==> config.mk <==
export PLATFORM = sky130hd
export DESIGN_NAME = tetris_grid_render_flat
export DESIGN_NICKNAME = d
export VERILOG_FILES = /design/src/rtl/tetris_pkg.sv /design/src/rtl/tetris_grid_render_if.sv /design/src/rtl/grid_axis_tracker.sv /design/src/rtl/tetris_grid_render.sv /design/src/flat_wrapper.sv
export SDC_FILE = /design/constraint.sdc
export NUM_CORES = 1
export LEC_CHECK = 0
export ABC_AREA = 1
export BUFFER_PORTS_ARGS = -buffer_cell sky130_fd_sc_hd__buf_2
export CORE_ASPECT_RATIO = 0.5
export CORE_MARGIN = 1.5
export CORE_UTILIZATION = 53
export DETAILED_ROUTE_END_ITERATION = 10
export GPL_TIMING_DRIVEN = 0
export PLACE_DENSITY = 0.78
export RECOVER_POWER = 50
export SLEW_MARGIN = 20
export SYNTH_ARGS = -nofsm -noshare
export SYNTH_HDL_FRONTEND = slang
export SYNTH_SLANG_ARGS = --single-unit
==> constraint.sdc <==
create_clock -name clk -period 5.34 [get_ports clk]
set_input_delay 1.068 -clock clk [delete_from_list [all_inputs] [get_ports clk]]
set_output_delay 1.068 -clock clk [all_outputs]
set_load 0.01 [all_outputs]
==> src/rtl/tetris_pkg.sv <==
// Shared colour codes, default playfield geometry and a width helper for the grid renderer.
package tetris_pkg;

  localparam int DEF_COLOR_W = 3;
  typedef logic [DEF_COLOR_W-1:0] color_t;

  localparam color_t BLACK = 3'b000;
  localparam color_t WHITE = 3'b111;

  localparam int COORD_W   = 10;
  localparam int DEF_COLS  = 10;
  localparam int DEF_ROWS  = 20;
  localparam int DEF_BLOCK = 15;
  localparam int DEF_X0    = 245;
  localparam int DEF_Y0    = 90;
  localparam int DEF_FLASH = 8;

  // Counter width able to hold 0..n-1, never narrower than one bit.
  function automatic int idx_w(input int n);
    return (n < 2) ? 1 : $clog2(n);
  endfunction

endpackage

==> src/rtl/tetris_grid_render_if.sv <==
// Raster-in / colour-out bundle plus the colour-map snapshot handshake of the grid renderer.
interface tetris_grid_render_if
  import tetris_pkg::*;
#(
  parameter int ROWS    = DEF_ROWS,
  parameter int COLS    = DEF_COLS,
  parameter int COLOR_W = DEF_COLOR_W
);
  logic [COORD_W-1:0]                        x;
  logic [COORD_W-1:0]                        y;
  logic                                      pix_valid;
  logic                                      frame_start;
  logic [ROWS-1:0][COLS-1:0][COLOR_W-1:0]    cell_color;
  logic                                      upd_valid;
  logic                                      upd_ack;
  logic [ROWS-1:0]                           flash_rows;
  logic [COLOR_W-1:0]                        shape_color;
  logic                                      out_valid;

  modport slave (
    input  x, y, pix_valid, frame_start, cell_color, upd_valid, flash_rows,
    output upd_ack, shape_color, out_valid
  );

  modport master (
    output x, y, pix_valid, frame_start, cell_color, upd_valid, flash_rows,
    input  upd_ack, shape_color, out_valid
  );
endinterface

==> src/rtl/grid_axis_tracker.sv <==
// One-axis cell locator: sub-cell offset and cell index tracked incrementally from raster steps.
module grid_axis_tracker
  import tetris_pkg::*;
#(
  parameter int ORIGIN     = DEF_X0,
  parameter int BLOCK_SIZE = DEF_BLOCK,
  parameter int COUNT      = DEF_COLS,
  parameter int SUB_W      = idx_w(BLOCK_SIZE),
  parameter int IDX_W      = idx_w(COUNT)
) (
  input  logic               clk,
  input  logic               rst_n,
  input  logic               advance,
  input  logic [COORD_W-1:0] coord,
  output logic [SUB_W-1:0]   sub,
  output logic [IDX_W-1:0]   idx
);
  localparam logic [COORD_W-1:0] LO = COORD_W'(ORIGIN);
  localparam logic [COORD_W-1:0] HI = COORD_W'(ORIGIN + COUNT * BLOCK_SIZE - 1);

  logic [SUB_W-1:0] sub_q, sub_nxt;
  logic [IDX_W-1:0] idx_q, idx_nxt;

  always_comb begin
    sub_nxt = sub_q;
    idx_nxt = idx_q;
    if (coord == LO) begin
      sub_nxt = '0;
      idx_nxt = '0;
    end else if (coord > LO && coord <= HI) begin
      if (sub_q == SUB_W'(BLOCK_SIZE - 1)) begin
        sub_nxt = '0;
        // Wrapping the index keeps a non-sequential raster from indexing past the map.
        idx_nxt = (idx_q == IDX_W'(COUNT - 1)) ? '0 : idx_q + IDX_W'(1);
      end else begin
        sub_nxt = sub_q + SUB_W'(1);
      end
    end
  end

  always_ff @(posedge clk or negedge rst_n) begin
    if (!rst_n) begin
      sub_q <= '0;
      idx_q <= '0;
    end else if (advance) begin
      sub_q <= sub_nxt;
      idx_q <= idx_nxt;
    end
  end

  // The advancing pixel sees its own position; others see the last tracked one.
  assign sub = advance ? sub_nxt : sub_q;
  assign idx = advance ? idx_nxt : idx_q;
endmodule

==> src/rtl/tetris_grid_render.sv <==
// Two-stage playfield renderer with tear-free colour-map snapshot; optional row flash under ROW_FLASH_EN.
module tetris_grid_render
  import tetris_pkg::*;
#(
  parameter int COLS         = DEF_COLS,
  parameter int ROWS         = DEF_ROWS,
  parameter int BLOCK_SIZE   = DEF_BLOCK,
  parameter int X0           = DEF_X0,
  parameter int Y0           = DEF_Y0,
  parameter int COLOR_W      = DEF_COLOR_W,
  parameter int FLASH_FRAMES = DEF_FLASH
) (
  input logic                  clk,
  input logic                  rst_n,
  tetris_grid_render_if.slave  bus
);
  localparam int COL_W = idx_w(COLS);
  localparam int ROW_W = idx_w(ROWS);
  localparam int SUB_W = idx_w(BLOCK_SIZE);
  localparam logic [COORD_W-1:0] X_LO = COORD_W'(X0);
  localparam logic [COORD_W-1:0] X_HI = COORD_W'(X0 + COLS * BLOCK_SIZE - 1);
  localparam logic [COORD_W-1:0] Y_LO = COORD_W'(Y0);
  localparam logic [COORD_W-1:0] Y_HI = COORD_W'(Y0 + ROWS * BLOCK_SIZE - 1);

  if (FLASH_FRAMES < 1 || BLOCK_SIZE < 2) begin : g_param_check
    $error("tetris_grid_render: FLASH_FRAMES must be >= 1 and BLOCK_SIZE >= 2");
  end

  logic [SUB_W-1:0] sub_x, sub_y;
  logic [COL_W-1:0] col;
  logic [ROW_W-1:0] row;
  logic             in_grid, on_line;

  grid_axis_tracker #(.ORIGIN(X0), .BLOCK_SIZE(BLOCK_SIZE), .COUNT(COLS)) u_x_axis (
    .clk(clk), .rst_n(rst_n), .advance(bus.pix_valid), .coord(bus.x), .sub(sub_x), .idx(col)
  );

  grid_axis_tracker #(.ORIGIN(Y0), .BLOCK_SIZE(BLOCK_SIZE), .COUNT(ROWS)) u_y_axis (
    .clk(clk), .rst_n(rst_n), .advance(bus.pix_valid && bus.x == X_LO), .coord(bus.y),
    .sub(sub_y), .idx(row)
  );

  assign in_grid = (bus.x >= X_LO) && (bus.x <= X_HI) && (bus.y >= Y_LO) && (bus.y <= Y_HI);
  assign on_line = (sub_x == '0) || (sub_y == '0) || (bus.x == X_HI) || (bus.y == Y_HI);

  logic [ROWS-1:0][COLS-1:0][COLOR_W-1:0] snap;
  logic                                   upd_ack_q;

  always_ff @(posedge clk or negedge rst_n) begin
    if (!rst_n) begin
      snap      <= '0;
      upd_ack_q <= 1'b0;
    end else begin
      upd_ack_q <= bus.frame_start && bus.upd_valid;
      if (bus.frame_start && bus.upd_valid) snap <= bus.cell_color;
    end
  end

`ifdef ROW_FLASH_EN
  localparam int FC_W = idx_w(FLASH_FRAMES);
  logic [FC_W-1:0] frame_cnt;
  logic            phase;

  always_ff @(posedge clk or negedge rst_n) begin
    if (!rst_n) begin
      frame_cnt <= '0;
      phase     <= 1'b0;
    end else if (bus.frame_start) begin
      if (frame_cnt == FC_W'(FLASH_FRAMES - 1)) begin
        frame_cnt <= '0;
        phase     <= ~phase;
      end else begin
        frame_cnt <= frame_cnt + FC_W'(1);
      end
    end
  end
`endif

  // Stage 1: grid membership, line flag and cell address
  logic             vld_p1, in_grid_p1, on_line_p1;
  logic [ROW_W-1:0] row_p1;
  logic [COL_W-1:0] col_p1;

  always_ff @(posedge clk or negedge rst_n) begin
    if (!rst_n) begin
      vld_p1     <= 1'b0;
      in_grid_p1 <= 1'b0;
      on_line_p1 <= 1'b0;
      row_p1     <= '0;
      col_p1     <= '0;
    end else begin
      vld_p1 <= bus.pix_valid;
      if (bus.pix_valid) begin
        in_grid_p1 <= in_grid;
        on_line_p1 <= on_line;
        row_p1     <= row;
        col_p1     <= col;
      end
    end
  end

  // Stage 2: colour select
  logic [COLOR_W-1:0] color_nxt, color_p2;
  logic               vld_p2;

  always_comb begin
    color_nxt = snap[row_p1][col_p1];
    if (!in_grid_p1) begin
      color_nxt = COLOR_W'(BLACK);
    end else if (on_line_p1) begin
      color_nxt = COLOR_W'(WHITE);
`ifdef ROW_FLASH_EN
    end else if (phase && bus.flash_rows[row_p1]) begin
      color_nxt = COLOR_W'(WHITE);
`endif
    end
  end

  always_ff @(posedge clk or negedge rst_n) begin
    if (!rst_n) begin
      vld_p2   <= 1'b0;
      color_p2 <= '0;
    end else begin
      vld_p2 <= vld_p1;
      if (vld_p1) color_p2 <= color_nxt;
    end
  end

  assign bus.shape_color = color_p2;
  assign bus.out_valid   = vld_p2;
  assign bus.upd_ack     = upd_ack_q;
endmodule

==> src/flat_wrapper.sv <==
// flat-port wrapper written by rule: the top's interface ports become plain ports
module tetris_grid_render_flat import tetris_pkg::*;
#(
  parameter int COLS         = DEF_COLS,
  parameter int ROWS         = DEF_ROWS,
  parameter int BLOCK_SIZE   = DEF_BLOCK,
  parameter int X0           = DEF_X0,
  parameter int Y0           = DEF_Y0,
  parameter int COLOR_W      = DEF_COLOR_W,
  parameter int FLASH_FRAMES = DEF_FLASH
)
  (clk, rst_n, bus_x, bus_y, bus_pix_valid, bus_frame_start, bus_cell_color, bus_upd_valid, bus_flash_rows, bus_upd_ack, bus_shape_color, bus_out_valid);
  tetris_grid_render_if #(.ROWS(ROWS), .COLS(COLS), .COLOR_W(COLOR_W)) bus_i ();
  input logic clk;
  input logic rst_n;
  input wire logic [$bits(bus_i.x)-1:0] bus_x;
  input wire logic [$bits(bus_i.y)-1:0] bus_y;
  input wire logic [$bits(bus_i.pix_valid)-1:0] bus_pix_valid;
  input wire logic [$bits(bus_i.frame_start)-1:0] bus_frame_start;
  input wire logic [$bits(bus_i.cell_color)-1:0] bus_cell_color;
  input wire logic [$bits(bus_i.upd_valid)-1:0] bus_upd_valid;
  input wire logic [$bits(bus_i.flash_rows)-1:0] bus_flash_rows;
  output wire logic [$bits(bus_i.upd_ack)-1:0] bus_upd_ack;
  output wire logic [$bits(bus_i.shape_color)-1:0] bus_shape_color;
  output wire logic [$bits(bus_i.out_valid)-1:0] bus_out_valid;
  assign bus_i.x = bus_x;
  assign bus_i.y = bus_y;
  assign bus_i.pix_valid = bus_pix_valid;
  assign bus_i.frame_start = bus_frame_start;
  assign bus_i.cell_color = bus_cell_color;
  assign bus_i.upd_valid = bus_upd_valid;
  assign bus_i.flash_rows = bus_flash_rows;
  assign bus_upd_ack = bus_i.upd_ack;
  assign bus_shape_color = bus_i.shape_color;
  assign bus_out_valid = bus_i.out_valid;
  tetris_grid_render #(.COLS(COLS), .ROWS(ROWS), .BLOCK_SIZE(BLOCK_SIZE), .X0(X0), .Y0(Y0), .COLOR_W(COLOR_W), .FLASH_FRAMES(FLASH_FRAMES)) u_core (.clk(clk), .rst_n(rst_n), .bus(bus_i));
endmodule
==> insert_results.sql <==
INSERT INTO impl_metrics (metric_group, metric, value, unit) VALUES
('global_route', 'grt_overflow', '0', ''),
('detailed_routing', 'drt-initial-drc-count', '4757', ''),
('sta', 'final_setup_violations', '0', ''),
('detailed_routing', 'postRouteAntennaNets', '0', ''),
('sta', 'finClkSkew', '0.01545', 'ns'),
('power_and_ir_drop', 'p_per_area', '353.1', 'nW/um^2'),
('clock_network', 'cts_buffer_depth', '3', ''),
('floorplan', 'die-height', '173.2', 'um'),
('clock_network', 'numClockSinks', '630', ''),
('clock_network', 'insertion_delay', '0.62', 'ns'),
('synth', 'synth.avg_cell_area', '7.313', 'sq um'),
('floorplan', 'full_die_area', '59490', 'sq um'),
('power_and_ir_drop', 'total_switching_power', '4157', 'uW'),
('sta', 'period_share', '0.6943', ''),
('min_path', 'hp-class', 'in -> async', ''),
('detailed_routing', 'wl_per_cell', '23.92', 'um'),
('floorplan', 'initial_core_util', '0.5358', ''),
('setup_path', 'type_of_element_launching_the_critical_path', 'input pin', ''),
('finish', 'final_layout_size_suffix_gt1_frac', '0.1717', ''),
('power_and_ir_drop', 'p_total', '13070', 'uW'),
('power_and_ir_drop', 'clock_power_frac', '0.358', ''),
('sta', 'worst-slew-pin-transition', '2.495', 'ns'),
('outcome', 'outcome', 'finished with violations', ''),
('synth', 'synthesis.instances', '4200', ''),
('sta', 'totalNegativeSetupSlack', '0', 'ns'),
('setup_path', 'timing.rr.start', 'u_core.col_p1[0]', ''),
('clock_network', 'postCtsSetupRepairBufs', '0', ''),
('finish', 'finalNetCount', '5543', ''),
('sta', 'grt_setup_unrepaired', 'no', ''),
('global_route', 'wire_length_of_the_first_global_routing_pass', '195.8', 'mm'),
('finish', 'final_common_cell', 'sky130_fd_sc_hd__nand2_1', ''),
('synth', 'synth-async-reset-ratio', '1.000', ''),
('placed_design', 'buffer_ports.inserted', '629', ''),
('power_and_ir_drop', 'cellLeakagePower', '0.02010', 'uW'),
('synth', 'yosysSeqAreaShare', '0.5133', ''),
('power_and_ir_drop', 'switching_share', '0.3181', ''),
('clock_network', 'root_buffer', 'sky130_fd_sc_hd__clkbuf_16', ''),
('setup_path', 'critical_setup_path_kind', 'in -> async', ''),
('setup_path', 'worstSetupStartpoint', 'rst_n', ''),
('power_and_ir_drop', 'seq_power_share', '0.433', ''),
('synth', 'syn_nets', '4848', ''),
('synth', 'synth-edff-count', '0', ''),
('sta', 'timing.max_slew.rel_slack', '-0.6634', ''),
('sta', 'fmax', '269.7', 'MHz'),
('finish', 'areaGrowthSynthToFinish', '20.47', '%'),
('power_and_ir_drop', 'power.ir.vdd_worst', '0.2634', 'mV'),
('detailed_routing', 'avgViaCountPerCell', '5.786', ''),
('clock_network', 'cts_max_level', '2', ''),
('clock_network', 'cts_tree', 'yes', ''),
('sta', 'slew_viol_final', '241', ''),
('synth', 'synth.largest_area_cell', 'sky130_fd_sc_hd__dfrtp_1', ''),
('power_and_ir_drop', 'p_int', '8909', 'uW'),
('synth', 'netlist_top_cells_area', 'sky130_fd_sc_hd__dfrtp_1, sky130_fd_sc_hd__nand2_1, sky130_fd_sc_hd__o21ai_0', ''),
('setup_path', 'worstPathMaxFanout', '94', ''),
('global_route', 'grt_use_total', '0.4522', ''),
('detailed_routing', 'via_count', '33056', ''),
('synth', 'synth_top_cell_area_share', '0.5133', ''),
('floorplan', 'dieWidth', '343.4', 'um'),
('floorplan', 'core', '57330', 'sq um'),
('setup_path', 'cp_data_required_time', '5.55', 'ns'),
('placed_design', 'gp_congestion', '1.028', ''),
('sta', 'report.final.hold_viol_count', '0', ''),
('clock_network', 'post_cts_resized', '0', ''),
('placed_design', 'dp.final_hpwl', '103.4', 'mm'),
('detailed_routing', 'route.detailed.drc', '0', ''),
('outcome', 'violations_in_the_final_reports', 'capacitance limit, slew limit', ''),
('setup_path', 'worst_ep_arrival_time', '3.91', 'ns'),
('detailed_routing', 'drt_wl_total', '136.6', 'mm'),
('sta', 'final_period_minus_worst_setup_slack', '3.708', 'ns'),
('job', 'max_cap_check_violation_count', '3', ''),
('global_route', 'grt_start_max_net_pins', '98', '');
==> power groups by stage <==
stage                     sequential, uW  clock, uW  combinational [uW]
after floorplan                     5630          0                1410
after global placement              5710          0                2510
after detailed placement            5720          0                2580
after CTS                           5640       4640                2600
after global routing                5700       4850                2910
final                               5660       4680                2730
==> registers in the layout, indices dropped and copies added, names as in the netlist <==
signal / cells
u_core.snap: 600
u_core.row_p1: 5
u_core.u_y_axis.idx_q: 5
u_core.col_p1: 4
u_core.u_x_axis.sub_q: 4
u_core.u_y_axis.sub_q: 4
u_core.bus.shape_color: 3
u_core.bus.out_valid: 1
u_core.bus.upd_ack: 1
u_core.in_grid_p1: 1
u_core.on_line_p1: 1
u_core.vld_p1: 1
==> worst max-delay path, cell delays in order <==
cell and delay (ns):
sky130_fd_sc_hd__buf_8 0.39, sky130_fd_sc_hd__buf_16 0.43, sky130_fd_sc_hd__clkbuf_2 1.82
==> synthesized netlist by cell type, types with 6 or more instances <==
library cell               count
sky130_fd_sc_hd__buf_1        19
sky130_fd_sc_hd__nor2_2        6
sky130_fd_sc_hd__o21ai_1      56
sky130_fd_sc_hd__nand2_1    1937
sky130_fd_sc_hd__nand4_1      14
sky130_fd_sc_hd__inv_1       323
sky130_fd_sc_hd__nor3_1        9
sky130_fd_sc_hd__buf_6        13
sky130_fd_sc_hd__clkbuf_1    139
sky130_fd_sc_hd__dfrtp_1     630
sky130_fd_sc_hd__buf_4        19
sky130_fd_sc_hd__o211ai_1     25
sky130_fd_sc_hd__o22ai_1      18
sky130_fd_sc_hd__buf_2        65
sky130_fd_sc_hd__o21ai_0     397
sky130_fd_sc_hd__a21oi_1      63
sky130_fd_sc_hd__nand3_1     186
sky130_fd_sc_hd__nor2_1      231
==> routing by layer <==
metal	GRT usage	up-vias	share of wire
li1	-	14397	-
met1	0.5911	15839	0.38
met2	0.6635	2296	0.43
met3	0.1575	518	0.13
met4	0.2392	6	0.063
met5	0	-	0.00030
==> path summary, 6_finish.rpt <==
check	depth (start not counted)	end	slack, ns
max	3	u_core.snap[263]	1.63
min	1	u_core.snap[226]	0.38
max reg2reg	13	u_core.bus.shape_color[1]	1.83
min reg2reg	0	u_core.bus.out_valid	0.46
max in group clk	13	u_core.bus.shape_color[1]	1.83
min in group clk	0	u_core.bus.out_valid	0.46
==> through the flow <==
step	worst slack, ns	cells	utilization	hold slack [ns]	instance area (sq um)
after global routing	1.116	5710	0.6453	0.4294	37000
after global placement	-9.975	5597	0.6074	0.4313	34820
after detailed placement	1.583	5604	0.6110	0.4355	35030
after CTS	2.122	5707	0.6472	0.4091	37100
after floorplan	2.895	4200	-	0.3741	30710
final	1.632	5713	0.6455	0.3848	37000
==> layout make-up <==
cell class / instances / area [sq um]
well taps: 768 / 960.9
multi-input cells: 2984 / 12450
plain buffers: 255 / 1209
fillers: 5240 / 20320
flip-flops and latches: 630 / 15770
clock buffers: 81 / 1657
diodes: 5 / 12.51
clock inverters: 22 / 417.9
inverters: 331 / 1247
repair buffers: 637 / 3287
==> kinds of logic after synthesis <==
family                   after synthesis  synth area share
adder cells (fa/ha/maj)                3          0.001222
flip-flops                           630            0.5133
AO/OA/AOI/OAI                        569           0.09655
buffers and inverters                586           0.07992
AND/OR/NAND/NOR                     2412            0.3090
Power figures use the tool's default switching activity.
